File: config.mk
export PLATFORM = sky130hd
export DESIGN_NAME = fp_acc32
export DESIGN_NICKNAME = d
export VERILOG_FILES = /design/src/rtl/fp32_pkg.sv /design/src/rtl/fp32_unpack.sv /design/src/rtl/fp_acc32.sv
export SDC_FILE = /design/constraint.sdc
export NUM_CORES = 1
export LEC_CHECK = 0
export CORE_ASPECT_RATIO = 0.75
export CORE_MARGIN = 4
export CORE_UTILIZATION = 36
export CTS_CLUSTER_DIAMETER = 100
export DETAILED_ROUTE_END_ITERATION = 10
export DONT_BUFFER_PORTS = 1
export MAX_ROUTING_LAYER = met4
export PLACE_DENSITY = 0.58
export SETUP_SLACK_MARGIN = 0.02
export SKIP_CTS_REPAIR_TIMING = 1
export SYNTH_ARGS = -nofsm -noshare
export SYNTH_HDL_FRONTEND = slang
export SYNTH_HIERARCHICAL = 1
export SYNTH_SLANG_ARGS = --single-unit
File: constraint.sdc
create_clock -name clk -period 13.5 [get_ports clk]
set_clock_uncertainty 0.1 [all_clocks]
set_input_delay 4.05 -clock clk [delete_from_list [all_inputs] [get_ports clk]]
set_output_delay 4.05 -clock clk [all_outputs]
set_load 0.1 [all_outputs]
File: src/rtl/fp32_pkg.sv
// fp32_pkg: shared FP32 field widths, special encodings and accumulator state enum.
package fp32_pkg;
    localparam int EXP_W   = 8;
    localparam int FRAC_W  = 23;
    localparam int BIAS    = 127;
    localparam int EXP_MAX = 255;
    localparam logic [31:0] QNAN = 32'h7FC00000;
    localparam logic [31:0] PINF = 32'h7F800000;
    localparam logic [31:0] NINF = 32'hFF800000;
    typedef enum logic [2:0] {IDLE, ALIGN, ADD, NORM, PACK} state_t;
endpackage

File: src/rtl/fp32_unpack.sv
// fp32_unpack: splits an FP32 word into sign, exponent and hidden-bit mantissa plus class flags.
module fp32_unpack
    import fp32_pkg::*;
(
    input  logic [31:0]       i_f,
    output logic              o_sign,
    output logic [EXP_W-1:0]  o_exp,
    output logic [FRAC_W:0]   o_mant,
    output logic              o_zero,
    output logic              o_inf,
    output logic              o_nan
);
    logic w_frac_nz;
    logic w_exp_max;
    assign o_sign    = i_f[31];
    assign o_exp     = i_f[30:23];
    assign w_frac_nz = |i_f[22:0];
    assign w_exp_max = o_exp == EXP_W'(EXP_MAX);
    // subnormals flush to zero, so their fraction never reaches the datapath
    assign o_zero    = o_exp == '0;
    assign o_mant    = o_zero ? '0 : {1'b1, i_f[22:0]};
    assign o_inf     = w_exp_max && !w_frac_nz;
    assign o_nan     = w_exp_max && w_frac_nz;
endmodule

File: src/rtl/fp_acc32.sv
// fp_acc32: multi-cycle FP32 accumulator (align/add/normalize/pack) with truncation rounding.
module fp_acc32
    import fp32_pkg::*;
#(
    parameter int MANT_EXT = 3
) (
    input  logic        clk,
    input  logic        reset,
    input  logic        clear,
    input  logic        in_valid,
    output logic        in_ready,
    input  logic [31:0] in_data,
    output logic [31:0] acc,
    output logic        busy,
    output logic        done
);
    localparam int W = FRAC_W + 2 + MANT_EXT;

    state_t       r_state;
    logic [31:0]  r_op, r_spec_val;
    logic         r_spec, r_sign, r_sub;
    logic [8:0]   r_exp;
    logic [W-1:0] r_mb, r_ms;

    logic              w_a_sign, w_a_zero, w_a_inf, w_a_nan;
    logic              w_b_sign, w_b_zero, w_b_inf, w_b_nan;
    logic [EXP_W-1:0]  w_a_exp, w_b_exp, w_e_big, w_e_sml, w_diff;
    logic [FRAC_W:0]   w_a_mant, w_b_mant;
    logic [W-1:0]      w_a_ext, w_b_ext, w_m_big, w_m_sml, w_shifted, w_sum;
    logic              w_a_big, w_nan, w_inf, w_spec;
    logic [31:0]       w_inf_val, w_spec_val, w_packed;

    fp32_unpack u_acc (
        .i_f(acc), .o_sign(w_a_sign), .o_exp(w_a_exp), .o_mant(w_a_mant),
        .o_zero(w_a_zero), .o_inf(w_a_inf), .o_nan(w_a_nan)
    );
    fp32_unpack u_op (
        .i_f(r_op), .o_sign(w_b_sign), .o_exp(w_b_exp), .o_mant(w_b_mant),
        .o_zero(w_b_zero), .o_inf(w_b_inf), .o_nan(w_b_nan)
    );

    assign in_ready  = (r_state == IDLE) && !clear;
    assign busy      = r_state != IDLE;
    assign w_a_ext   = {1'b0, w_a_mant, {MANT_EXT{1'b0}}};
    assign w_b_ext   = {1'b0, w_b_mant, {MANT_EXT{1'b0}}};
    assign w_a_big   = {w_a_exp, w_a_mant} >= {w_b_exp, w_b_mant};
    assign w_e_big   = w_a_big ? w_a_exp : w_b_exp;
    assign w_e_sml   = w_a_big ? w_b_exp : w_a_exp;
    assign w_m_big   = w_a_big ? w_a_ext : w_b_ext;
    assign w_m_sml   = w_a_big ? w_b_ext : w_a_ext;
    assign w_diff    = w_e_big - w_e_sml;
    assign w_shifted = (w_diff >= 8'(W)) ? '0 : w_m_sml >> w_diff;
    assign w_nan     = w_a_nan || w_b_nan || (w_a_inf && w_b_inf && (w_a_sign != w_b_sign));
    assign w_inf     = w_a_inf || w_b_inf;
    assign w_inf_val = w_a_inf ? (w_a_sign ? NINF : PINF) : (w_b_sign ? NINF : PINF);
    assign w_spec    = w_nan || w_inf || (w_a_zero && w_b_zero);
    assign w_spec_val = w_nan ? QNAN : w_inf ? w_inf_val : '0;
    assign w_sum     = r_sub ? r_mb - r_ms : r_mb + r_ms;
    // low MANT_EXT guard bits are dropped here, giving round-toward-zero
    assign w_packed  = r_spec ? r_spec_val :
                       (r_exp >= 9'(EXP_MAX)) ? {r_sign, 8'hFF, 23'h0} :
                       {r_sign, r_exp[7:0], r_mb[W-3:MANT_EXT]};

    always_ff @(posedge clk) begin
        if (reset) begin
            r_state    <= IDLE;
            acc        <= '0;
            done       <= 1'b0;
            r_op       <= '0;
            r_spec_val <= '0;
            r_spec     <= 1'b0;
            r_sign     <= 1'b0;
            r_sub      <= 1'b0;
            r_exp      <= '0;
            r_mb       <= '0;
            r_ms       <= '0;
        end else if (clear) begin
            r_state <= IDLE;
            acc     <= '0;
            done    <= 1'b0;
        end else begin
            done <= 1'b0;
            case (r_state)
                IDLE: if (in_valid) begin
                    r_op    <= in_data;
                    r_state <= ALIGN;
                end
                ALIGN: begin
                    r_sign     <= w_a_big ? w_a_sign : w_b_sign;
                    r_sub      <= w_a_sign != w_b_sign;
                    r_exp      <= {1'b0, w_e_big};
                    r_mb       <= w_m_big;
                    r_ms       <= w_shifted;
                    r_spec     <= w_spec;
                    r_spec_val <= w_spec_val;
                    r_state    <= w_spec ? PACK : ADD;
                end
                ADD: begin
                    r_mb <= w_sum;
                    if (w_sum == '0) begin
                        r_spec     <= 1'b1;
                        r_spec_val <= '0;
                        r_state    <= PACK;
                    end else begin
                        r_state <= NORM;
                    end
                end
                NORM: if (r_mb[W-1]) begin
                    r_mb    <= r_mb >> 1;
                    r_exp   <= r_exp + 9'd1;
                    r_state <= PACK;
                end else if (r_mb[W-2]) begin
                    r_state <= PACK;
                end else if (r_exp <= 9'd1) begin
                    r_spec     <= 1'b1;
                    r_spec_val <= '0;
                    r_state    <= PACK;
                end else begin
                    r_mb  <= r_mb << 1;
                    r_exp <= r_exp - 9'd1;
                end
                PACK: begin
                    acc     <= w_packed;
                    done    <= 1'b1;
                    r_state <= IDLE;
                end
                default: r_state <= IDLE;
            endcase
        end
    end
endmodule

Yosys cells after proc, flatten, opt, wreduce, memory -nomap -nowiden
Cells that the tools add are included.
{"block": "word_totals", "mem_count": 0, "romBits": 0, "ff_bits": 168, "mem_bits_rw": 0, "output_inout_bits": 35, "input_bits": 36, "latchBits": 0}
{"block": "classes", "n_eq_ne": 15, "reduce_logical": 33, "div": 0, "bitwise_logic": 1, "n_addsub": 5, "n_mux": 42, "n_mul": 0, "shift": 1, "magnitude_cmp": 4}
{"op": "$mux W32", "count": 10}
{"op": "$mux W27", "count": 5}
{"op": "$pmux W32 S3", "count": 1}
{"op": "$pmux W28 S3", "count": 1}
{"op": "$mux W28", "count": 2}
{"op": "$mux W24", "count": 2}
{"op": "$reduce_or A23 Y1", "count": 2}
{"op": "$ge A32 B32 Y1", "count": 1}
{"op": "$mux W31", "count": 1}
{"op": "$add A28 B28 Y28", "count": 1}
{"op": "$logic_not A28 Y1", "count": 1}
{"op": "$shr A27 B8 Y28", "count": 1}
{"op": "$sub A28 B28 Y28", "count": 1}
{"op": "$mux W9", "count": 3}
{"op": "$mux W3", "count": 6}
{"op": "$pmux W9 S2", "count": 1}
{"op": "$eq A8 B8 Y1 const B", "count": 2}
{"op": "$logic_not A8 Y1", "count": 2}
{"op": "$mux W8", "count": 2}
{"op": "$pmux W3 S4", "count": 1}
{"op": "$ne A2 B2 Y1 const B", "count": 5}
{"op": "$add A9 B1 Y9 const B", "count": 1}
{"op": "$ge A9 B8 Y1 const B", "count": 1}
{"op": "$le A9 B1 Y1 const B", "count": 1}
{"op": "other kinds (23)", "count": 47}

Depth between registers and ports, before layout
Gate-level depths: netlist of the first run.
{"block": "depth", "ltp_word": 10, "ltp_mapped": 25, "mapped_depth_nobuf": 21}

Modules after synthesis
Netlist of the first run, hierarchy kept.
{"module": "fp_acc32", "n_inst": 1, "cells_each": 1535, "area_per_inst_um2": 11473.5}
{"module": "fp32_unpack", "n_inst": 2, "cells_each": 51, "area_per_inst_um2": 321.6}

Worst setup path after synthesis of the first run
No wires, ideal clock.
{"block": "synth_timing", "path_kind": "input to output", "start": "in clear", "end": "out in_ready", "path_slack_ns": 3.999, "t_arrival_ns": 5.351, "path_stages": 1, "n_path_buf": 0, "required_ns": 9.350, "cell_sequence": "nor2_1"}
{"block": "synth_between", "elab_chain_len": 2}
{"element": "start: declaration", "line": "fp_acc32.sv:9", "text": "input logic clear,"}
{"element": "$logic_not A1 Y1", "line": "fp_acc32.sv:42", "text": "assign in_ready = (r_state == IDLE) && !clear;"}
{"element": "$logic_and A1 B1 Y1", "line": "fp_acc32.sv:42"}
{"element": "end: declaration", "line": "fp_acc32.sv:11", "text": "output logic in_ready,"}
No other way between the ends.

Final worst setup path of the first run
Same ends and word-level chain as after synthesis.

==> impl_metrics.toml, run 1 <==
[run_status]
status = "complete, no violations"

[hold_path]
min_path_cells = 2
hp-class = "reg2reg"
min-delay-start = "r_spec_val[30]"
holdPathEnd = "r_spec_val[30]"

[route]
via_per_inst = 6.20
vias = 12600
wl_per_cell_um = 22.0
route.antenna.remaining_nets = 0
drt_iter0_drc = 1416
firstDrtPassIters = 5
drc_errors = 0
finalWirelength_um = 44800

[sta]
drv_slew = 0
finalCriticalPeriod_ns = 9.04
finalCritPeriodShare = 0.670
fmax_ghz = 0.111
finalHoldViolCount = 0
tns_ns = 0
tightest_slew_ns = 1.16
setup_viol = 0
grt_setup_unrepaired = "false"
max_slew_margin = 0.227

[critical_path]
r2r-start = "acc[23]"
path_delay_family = "simple AND/OR/NAND/NOR gates"
crit_arrival_ns = 4.89
critPathRequiredTime_ns = 9.35
end_kind = "output pin"
crit_chain = "nor2_2"
critPathMaxFanout = 7
r2r_end = "r_ms[2]"
startpoint = "clear"
cp_slowest_stage_delay_ns = 0.84
path_class = "in2out"
start_kind = "primary input"
critPathSlowestCell = "nor2_2"
reg2regPathDepth = 23
r2r_setup_slack_ns = 6.96
crit_buf_inv = 0

[power_and_ir_drop]
p_per_area_nw_per_um2 = 112
p_leak_uw = 0.00501
finalPower_uw = 1480
peakVddDrop_mv = 0.0749

[placed_design]
dp_hpwl_um = 34300
gp_congestion = 0.981
io_buffers = 0

[final_layout]
nNetsFinal = 1681
nFillCells = 3400
multi_input_area_um2 = 8570
seq_area_um2 = 2760
drive_above_1_share = 0.0898
syn2layout_area_growth_pct = 8.56

[global_route]
grt_antenna_before_repair = 1
groute.usage.overall = 0.251
grt_pass1_wl_um = 70200
grt_pass1_vias = 11700
overflow = 0
grt_max_degree = 74

[logic_synthesis]
ys_types = 95
seq_area_frac_synth = 0.228
syn-cell-area_um2 = 12100
yosysWarnings = 6
ys_ff_latch = 138
synth_edf_count = 0
async_flop_share = 0
synth_ff_type = "dfxtp_1"
synth.net_count = 1739
syn_avg_cell_area_um2 = 7.40
syn_inst = 1637

[die]
fp.coreArea_um2 = 32800
dieWidth_um = 220
fp-row-count = 57
die_h_um = 167
pin_count = 71
start_util = 0.369
die-area_um2 = 36700

[clock_network]
htree_num_levels = 4
cts_root_buf = "clkbuf_16"
numCtsBuffers = 17
clk_latency_ns = 0.45
clockBufferDepth = 2
clk_pin_slew_ns = 0.07
cts.sinks = 138
cts_tree = "built"

[flow_run]
maxCapViolations = 0
-- flip-flops by register name, indices dropped and copies added, names as in the netlist --
register    count
acc            32
r_op           32
r_mb           28
r_ms           27
r_exp           9
r_spec_val      3
r_state         3
done            1
r_sign          1
r_spec          1
r_sub           1
-- cell usage after synthesis (all sizes together), types with 21 or more instances --
library cell,count,area share
a21oi,194,0.080
a221oi,21,0.015
mux2i,37,0.031
nor4,29,0.017
a31oi,21,0.011
and2,61,0.032
mux4,22,0.041
nand2,236,0.073
xnor2,41,0.030
o211ai,27,0.018
nand3,45,0.019
o21ai,73,0.030
nor3,53,0.022
buf,46,0.023
nor2,112,0.036
dfxtp,138,0.23
inv,65,0.020
clkbuf,78,0.024
ha,65,0.067
a211oi,21,0.014
-- layout by cell type (no fill, tap or decap), drive strengths merged, types with 6 or more instances in the layout --
cell type	count
a311oi	9
nand2b	15
mux2i	37
o211a	7
or2	7
a31oi	21
or3	8
xnor2	41
clkbuf	19
o221ai	7
dfxtp	138
xor2	9
o21a	7
nor2b	13
o21ai	73
nand3	45
a221oi	21
or4	8
buf	47
o22ai	6
nand2	236
nor3	53
inv	67
nor2	112
mux4	22
ha	65
a21oi	194
a21o	18
a211oi	21
a22oi	6
o211ai	27
nand4	19
a22o	9
nor4	29
and3	16
and2	61
-- power breakdown --
group | internal (uW) | total [uW] | switching, uW
Sequential | 417 | 432 | 14.8
Combinational | 177 | 506 | 330
Clock | 339 | 539 | 200
-- cells by family (layout without fill, tap and decap cells) --
kind of cell / count (synthesis) / count (layout) / share of synthesized area
flip-flops: 138 / 138 / 0.228
buffers and inverters: 189 / 144 / 0.0674
XOR/XNOR: 50 / 50 / 0.0361
adder cells (fa/ha/maj): 66 / 66 / 0.0688
AND/OR/NAND/NOR: 638 / 638 / 0.257
AO/OA/AOI/OAI: 492 / 492 / 0.267
multiplexers: 64 / 64 / 0.0761
other: 0 / 1 / 0
-- layout make-up --
cell class,instances,area share
diodes,1,0.000190
clock buffers,19,0.0344
clock inverters,13,0.0163
inverters,65,0.0185
multi-input cells,1310,0.652
flip-flops and latches,138,0.210
well taps,442,0.0420
repair buffers,47,0.0268
-- how the worst max path moves through the flow --
stage	endpoint	slack (ns)	cells after the start
after CTS	in_ready	4.46	1
final	in_ready	4.46	1
after detailed placement	in_ready	4.46	1
after global routing	in_ready	4.45	1
after global placement	in_ready	4.45	1
after floorplan	in_ready	4.00	1
-- per-stage QoR --
step	worst slack (ns)	utilization	hold slack [ns]	cell area, um^2	instances
4_1_cts	4.46	0.401	0.354	13200	2034
2_1_floorplan	4.00	-	0.323	12100	1637
3_5_place_dp	4.46	0.381	0.341	12500	2002
5_1_grt	4.45	0.401	0.368	13200	2035
3_3_place_gp	4.45	0.381	0.338	12500	2002
6_report	4.46	0.401	0.355	13200	2035
-- layer usage --
| layer | up-vias | routed length [um] | global-route usage |
|---|---|---|---|
| met3 | 57 | 4700 | 0.0668 |
| li1 | 5891 | - | - |
| met5 | - | 0 | - |
| met1 | 6095 | 20700 | 0.363 |
| met4 | 0 | 1100 | 0.0606 |
| met2 | 578 | 18300 | 0.344 |
Note: power is estimated with default switching activity, not from simulation.
==> inputs of run 2 (changes only) <==
PLACE_DENSITY = 0.6   (was 0.58)
clock period = 7.49 ns   (was 13.5 ns; I/O delays follow)
==> run 2 against run 1 <==
Against the previous run:
- global-route usage fell by 0.16 points
- critical path depth up 16
- register-to-register slack worse by 6.0 ns
- cell area down 0.73%
- highest routed layer unchanged
- non-clock buffer count decreased by 3
- core utilization is 0.29 points lower
- combinational power rose by 78%
==> impl_metrics.toml, run 2 (synthesized netlist as in run 1, its figures left out) <==
[run_status]
status = "complete, no violations"

[sta]
tns_ns = 0
finalCriticalPeriod_ns = 6.52
drv_slew = 0
tightest_slew_ns = 1.25
setup_viol = 0
max_slew_margin = 0.157
finalHoldViolCount = 0
finalCritPeriodShare = 0.870
fmax_ghz = 0.153
grt_setup_unrepaired = "false"

[clock_network]
clockBufferDepth = 2
clk_latency_ns = 0.45
cts_root_buf = "clkbuf_16"
htree_num_levels = 4
numCtsBuffers = 17
cts.sinks = 138
clk_pin_slew_ns = 0.06
cts_tree = "built"

[placed_design]
gp_congestion = 1.03
io_buffers = 0
dp_hpwl_um = 34900
dp.cells = 1999

[critical_path]
start_kind = "register"
reg2regPathDepth = 17
startpoint = "r_ms[8]"
path_class = "reg2reg"
end_kind = "register"
r2r_end = "r_spec"
critPathMaxFanout = 6
r2r-start = "r_ms[8]"
critPathCapture = "r_spec"
crit_arrival_ns = 6.81
critPathRequiredTime_ns = 7.79
r2r_setup_slack_ns = 0.97

[route]
drc_errors = 0
vias = 12500
route.antenna.remaining_nets = 0
drt_iter0_drc = 1642
wl_per_cell_um = 22.2
via_per_inst = 6.17
firstDrtPassIters = 6
finalWirelength_um = 45100

[die]
dieWidth_um = 220
start_util = 0.369
die-area_um2 = 36700
die_h_um = 167
fp.coreArea_um2 = 32800
fp-row-count = 57
pin_count = 71

[power_and_ir_drop]
p_per_area_nw_per_um2 = 196
p_leak_uw = 0.00496
peakVddDrop_mv = 0.130

[global_route]
grt_pass1_wl_um = 69200
overflow = 0
grt_antenna_before_repair = 0
grt_pass1_vias = 11400
grt_max_degree = 74
groute.usage.overall = 0.249

[final_layout]
drive_above_1_share = 0.0862
syn2layout_area_growth_pct = 7.77
reg_top3 = "acc: 32 flops, r_op: 32 flops, r_mb: 28 flops"
fin_util = 0.398
final_cell_mix = "nand2_1 (235), a21oi_1 (192), dfxtp_1 (138)"
final_cells = 2031
nFillCells = 3488
antenna_cells = 0
nNetsFinal = 1678
layout_commonest_cell = "nand2_1"

[flow_run]
maxCapViolations = 0

[hold_path]
hp-class = "reg2reg"
min_path_cells = 2
run 2: changes by cell type in the layout (fill, tap and decap cells not counted), sizes merged:
| cell | delta |
|---|---|
| clkbuf | +2 |
| diode | -1 |
| buf | -3 |
| bufinv | -2 |
| clkinvlp | +1 |
| inv | -1 |
run 2: routing by layer:
metal	part of all wire	GRT usage	vias up
met5	0	-	-
met4	0.028	0.0718	0
met3	0.11	0.0925	72
met2	0.41	0.336	527
met1	0.45	0.345	6051
li1	-	-	5873
run 2: layout make-up:
cell class                      count  area [um^2]  share of cell area
Clock inverter                     11          145              0.0111
Sequential cell                   138         2760               0.212
Multi-Input combinational cell   1310         8570               0.656
Tap cell                          442          553              0.0424
Inverter                           65          244              0.0187
Timing Repair Buffer               44          330              0.0253
Clock buffer                       21          450              0.0345
run 2: how the worst min path moves through the flow:
| stage | slack (ns) | to | from |
|---|---|---|---|
| 5_1_grt | 0.37 | r_spec_val[30] | r_spec_val[30] |
| 3_3_place_gp | 0.34 | r_spec_val[30] | r_spec_val[30] |
| 3_5_place_dp | 0.35 | r_spec_val[22] | r_spec_val[22] |
| 4_1_cts | 0.35 | r_spec_val[22] | r_spec_val[22] |
| 2_1_floorplan | 0.32 | r_spec_val[30] | r_spec_val[30] |
| 6_report | 0.36 | r_spec_val[30] | r_spec_val[30] |
run 2: per-stage QoR:
step | instance area (um^2) | total power [uW] | hold slack, ns | setup WS, ns
after floorplan | 12100 | 1450 | 0.323 | 1.60
after global placement | 12500 | 1660 | 0.338 | 1.39
after detailed placement | 12500 | 1670 | 0.346 | 1.34
after CTS | 13100 | 2540 | 0.354 | 1.27
after global routing | 13100 | 2680 | 0.367 | 0.468
final | 13100 | 2560 | 0.356 | 0.972
run 2: power by group:
| part | internal [uW] | switching [uW] | total [uW] |
|---|---|---|---|
| clock network | 531 | 351 | 882 |
| logic | 316 | 585 | 900 |
| registers | 752 | 26.6 | 779 |
run 2: critical path: stages (launching register included):
cell and delay [ns]:
dfxtp_1 0.38, nor4_1 0.48, nand2_1 0.14, nor3_1 0.24, nand2b_1 0.13, nor4_1 0.96
a31oi_1 0.24, xnor2_1 0.56, ha_1 0.41, a21o_1 0.18, a21oi_1 0.34, nor4b_1 0.28
a311oi_1 0.12, or4_1 0.50, nor4_1 0.53, nand4_1 0.26, a21oi_1 0.38, o221a_1 0.24
==> inputs of run 3 (changes only) <==
CORE_MARGIN = default   (was 4)
==> run 3 against run 2 <==
Against the previous run:
- clock power up 19%
- critical path type unchanged
- non-clock buffer count is 3 higher
- largest cell class unchanged
- final cell count about the same
- register-to-register slack better by 0.04 ns
- worst setup slack gained 0.042 ns
- combinational power rose by 0.4%
- routed wire length grew 0.73%
==> impl_metrics.toml, run 3 (synthesized netlist as in run 1, its figures left out) <==
[sta]
grt_setup_unrepaired = "false"
finalCritPeriodShare = 0.865
setup_viol = 0
tightest_slew_ns = 1.18
fmax_ghz = 0.154
drv_slew = 0
fin_ws_ns = 1.01
finalCriticalPeriod_ns = 6.48
tns_ns = 0
finalHoldViolCount = 0
max_slew_margin = 0.211

[die]
die-area_um2 = 34400
fp-row-count = 57
pin_count = 71
dieWidth_um = 214
fp.coreArea_um2 = 32700
die_h_um = 161
start_util = 0.370

[final_layout]
reg_top3 = "acc: 32 flops, r_op: 32 flops, r_mb: 28 flops"
final_cell_mix = "nand2_1 (235), a21oi_1 (192), dfxtp_1 (138)"
layout_commonest_cell = "nand2_1"
nNetsFinal = 1681
antenna_cells = 0
drive_above_1_share = 0.0886
fin_util = 0.403
syn2layout_area_growth_pct = 8.87

[hold_path]
min-delay-start = "r_spec_val[30]"
hp-class = "reg2reg"
min_path_cells = 2
holdPathEnd = "r_spec_val[30]"

[global_route]
grt_pass1_vias = 11300
use_met3 = 0.0790
groute.usage.overall = 0.273
grt_max_degree = 74
grt_pass1_wl_um = 69200
grt_use_met2 = 0.360
grt_busiest_layer = "met1"
use_met1 = 0.389
grt_antenna_before_repair = 0
overflow = 0

[power_and_ir_drop]
p_leak_uw = 0.00504
p_per_area_nw_per_um2 = 207
p_sw_frac = 0.357
pwr-share-clk = 0.384
combPwrFrac = 0.331
intPower_uw = 1750
peakVddDrop_mv = 0.116
p_seq_frac = 0.285
finalPower_uw = 2730
power.switching_uw = 974

[critical_path]
r2r_setup_slack_ns = 1.01
r2r_end = "r_spec"
critPathSlowestCell = "nor4_1"
cpMostUsedCell = "nor4_1"
end_kind = "register"
critPathMaxFanout = 6
path_class = "reg2reg"
cp_slowest_stage_delay_ns = 0.85
critPathRequiredTime_ns = 7.78
start_kind = "register"
crit_chain = "nor4_1, nand2_1, nor3_1, nand2b_1, nor4_1, nor2_1, xnor2_1, ha_1, nand3_1, a2111oi_0, and4_1, nand3_1, nand2_1, a311oi_1, or4_1, nor4_1, nand4_1, a21oi_1, o221a_1"
crit_arrival_ns = 6.76
r2r-start = "r_ms[8]"
reg2regPathDepth = 19

[placed_design]
gp_congestion = 1.00
dp_hpwl_um = 34900
dp_slack_ns = 1.35
io_buffers = 0

[route]
via_per_inst = 6.17
drt_iter0_drc = 1435
finalWirelength_um = 45500
wl_per_cell_um = 22.4
drc_errors = 0
firstDrtPassIters = 9
vias = 12500
route.antenna.remaining_nets = 0

[run_status]
status = "complete, no violations"

[clock_network]
htree_num_levels = 4
clockBufferDepth = 2
clk_latency_ns = 0.45
clk_pin_slew_ns = 0.07
cts_tree = "built"
numCtsBuffers = 17
cts.sinks = 138
cts_root_buf = "clkbuf_16"

[flow_run]
maxCapViolations = 0
[run 3: cell types whose count changed in the layout (fill, tap and decap cells not counted), sizes merged]
cell,before,now
buf,44,47
bufinv,3,7
clkinv,4,2
clkinvlp,3,0
[run 3: through the flow]
stage          cells  hold WS [ns]  area, um^2
4_1_cts         2033         0.353       13200
6_report        2033         0.355       13200
5_1_grt         2033         0.364       13200
3_3_place_gp    2002         0.337       12500
2_1_floorplan   1637         0.323       12100
3_5_place_dp    2002         0.344       12500
[run 3: area by class of cell]
| class | count | area (um^2) |
|---|---|---|
| clock buffer | 21 | 470 |
| clock inverter | 10 | 236 |
| fill | 3359 | 19500 |
| inverter | 65 | 244 |
| multi-input combinational | 1310 | 8570 |
| sequential | 138 | 2760 |
| tap | 442 | 553 |
| timing repair buffer | 47 | 353 |
[run 3: worst max-delay path: cells and delay by family (launching register included)]
family	cells	cell delay, ns
AND/OR/NAND/NOR	13	3.90
AO/OA/AOI/OAI	4	1.12
XOR/XNOR	1	0.54
flip-flops	1	0.39
adder cells (fa/ha/maj)	1	0.34
[run 3: worst max path at each step]
stage	startpoint	to	cells after the start
2_1_floorplan	clear	in_ready	1
3_3_place_gp	r_ms[8]	r_spec	19
3_5_place_dp	r_ms[8]	r_spec	19
4_1_cts	r_ms[8]	r_spec	19
5_1_grt	r_ms[8]	r_spec	19
6_report	r_ms[8]	r_spec	19
[run 3: power groups by stage]
stage / logic (uW) / registers, uW / clock network (uW)
finish: 904 / 777 / 1050
global route: 978 / 780 / 1080
CTS: 884 / 777 / 1050
detailed placement: 879 / 793 / 0
global placement: 869 / 793 / 0
floorplan: 670 / 782 / 0
[run 3: routing by layer]
| layer | routed length, um | vias to the layer above |
|---|---|---|
| li1 | - | 5882 |
| met1 | 21300 | 6060 |
| met2 | 18400 | 528 |
| met3 | 4370 | 72 |
| met4 | 1390 | 0 |
| met5 | 0 | - |
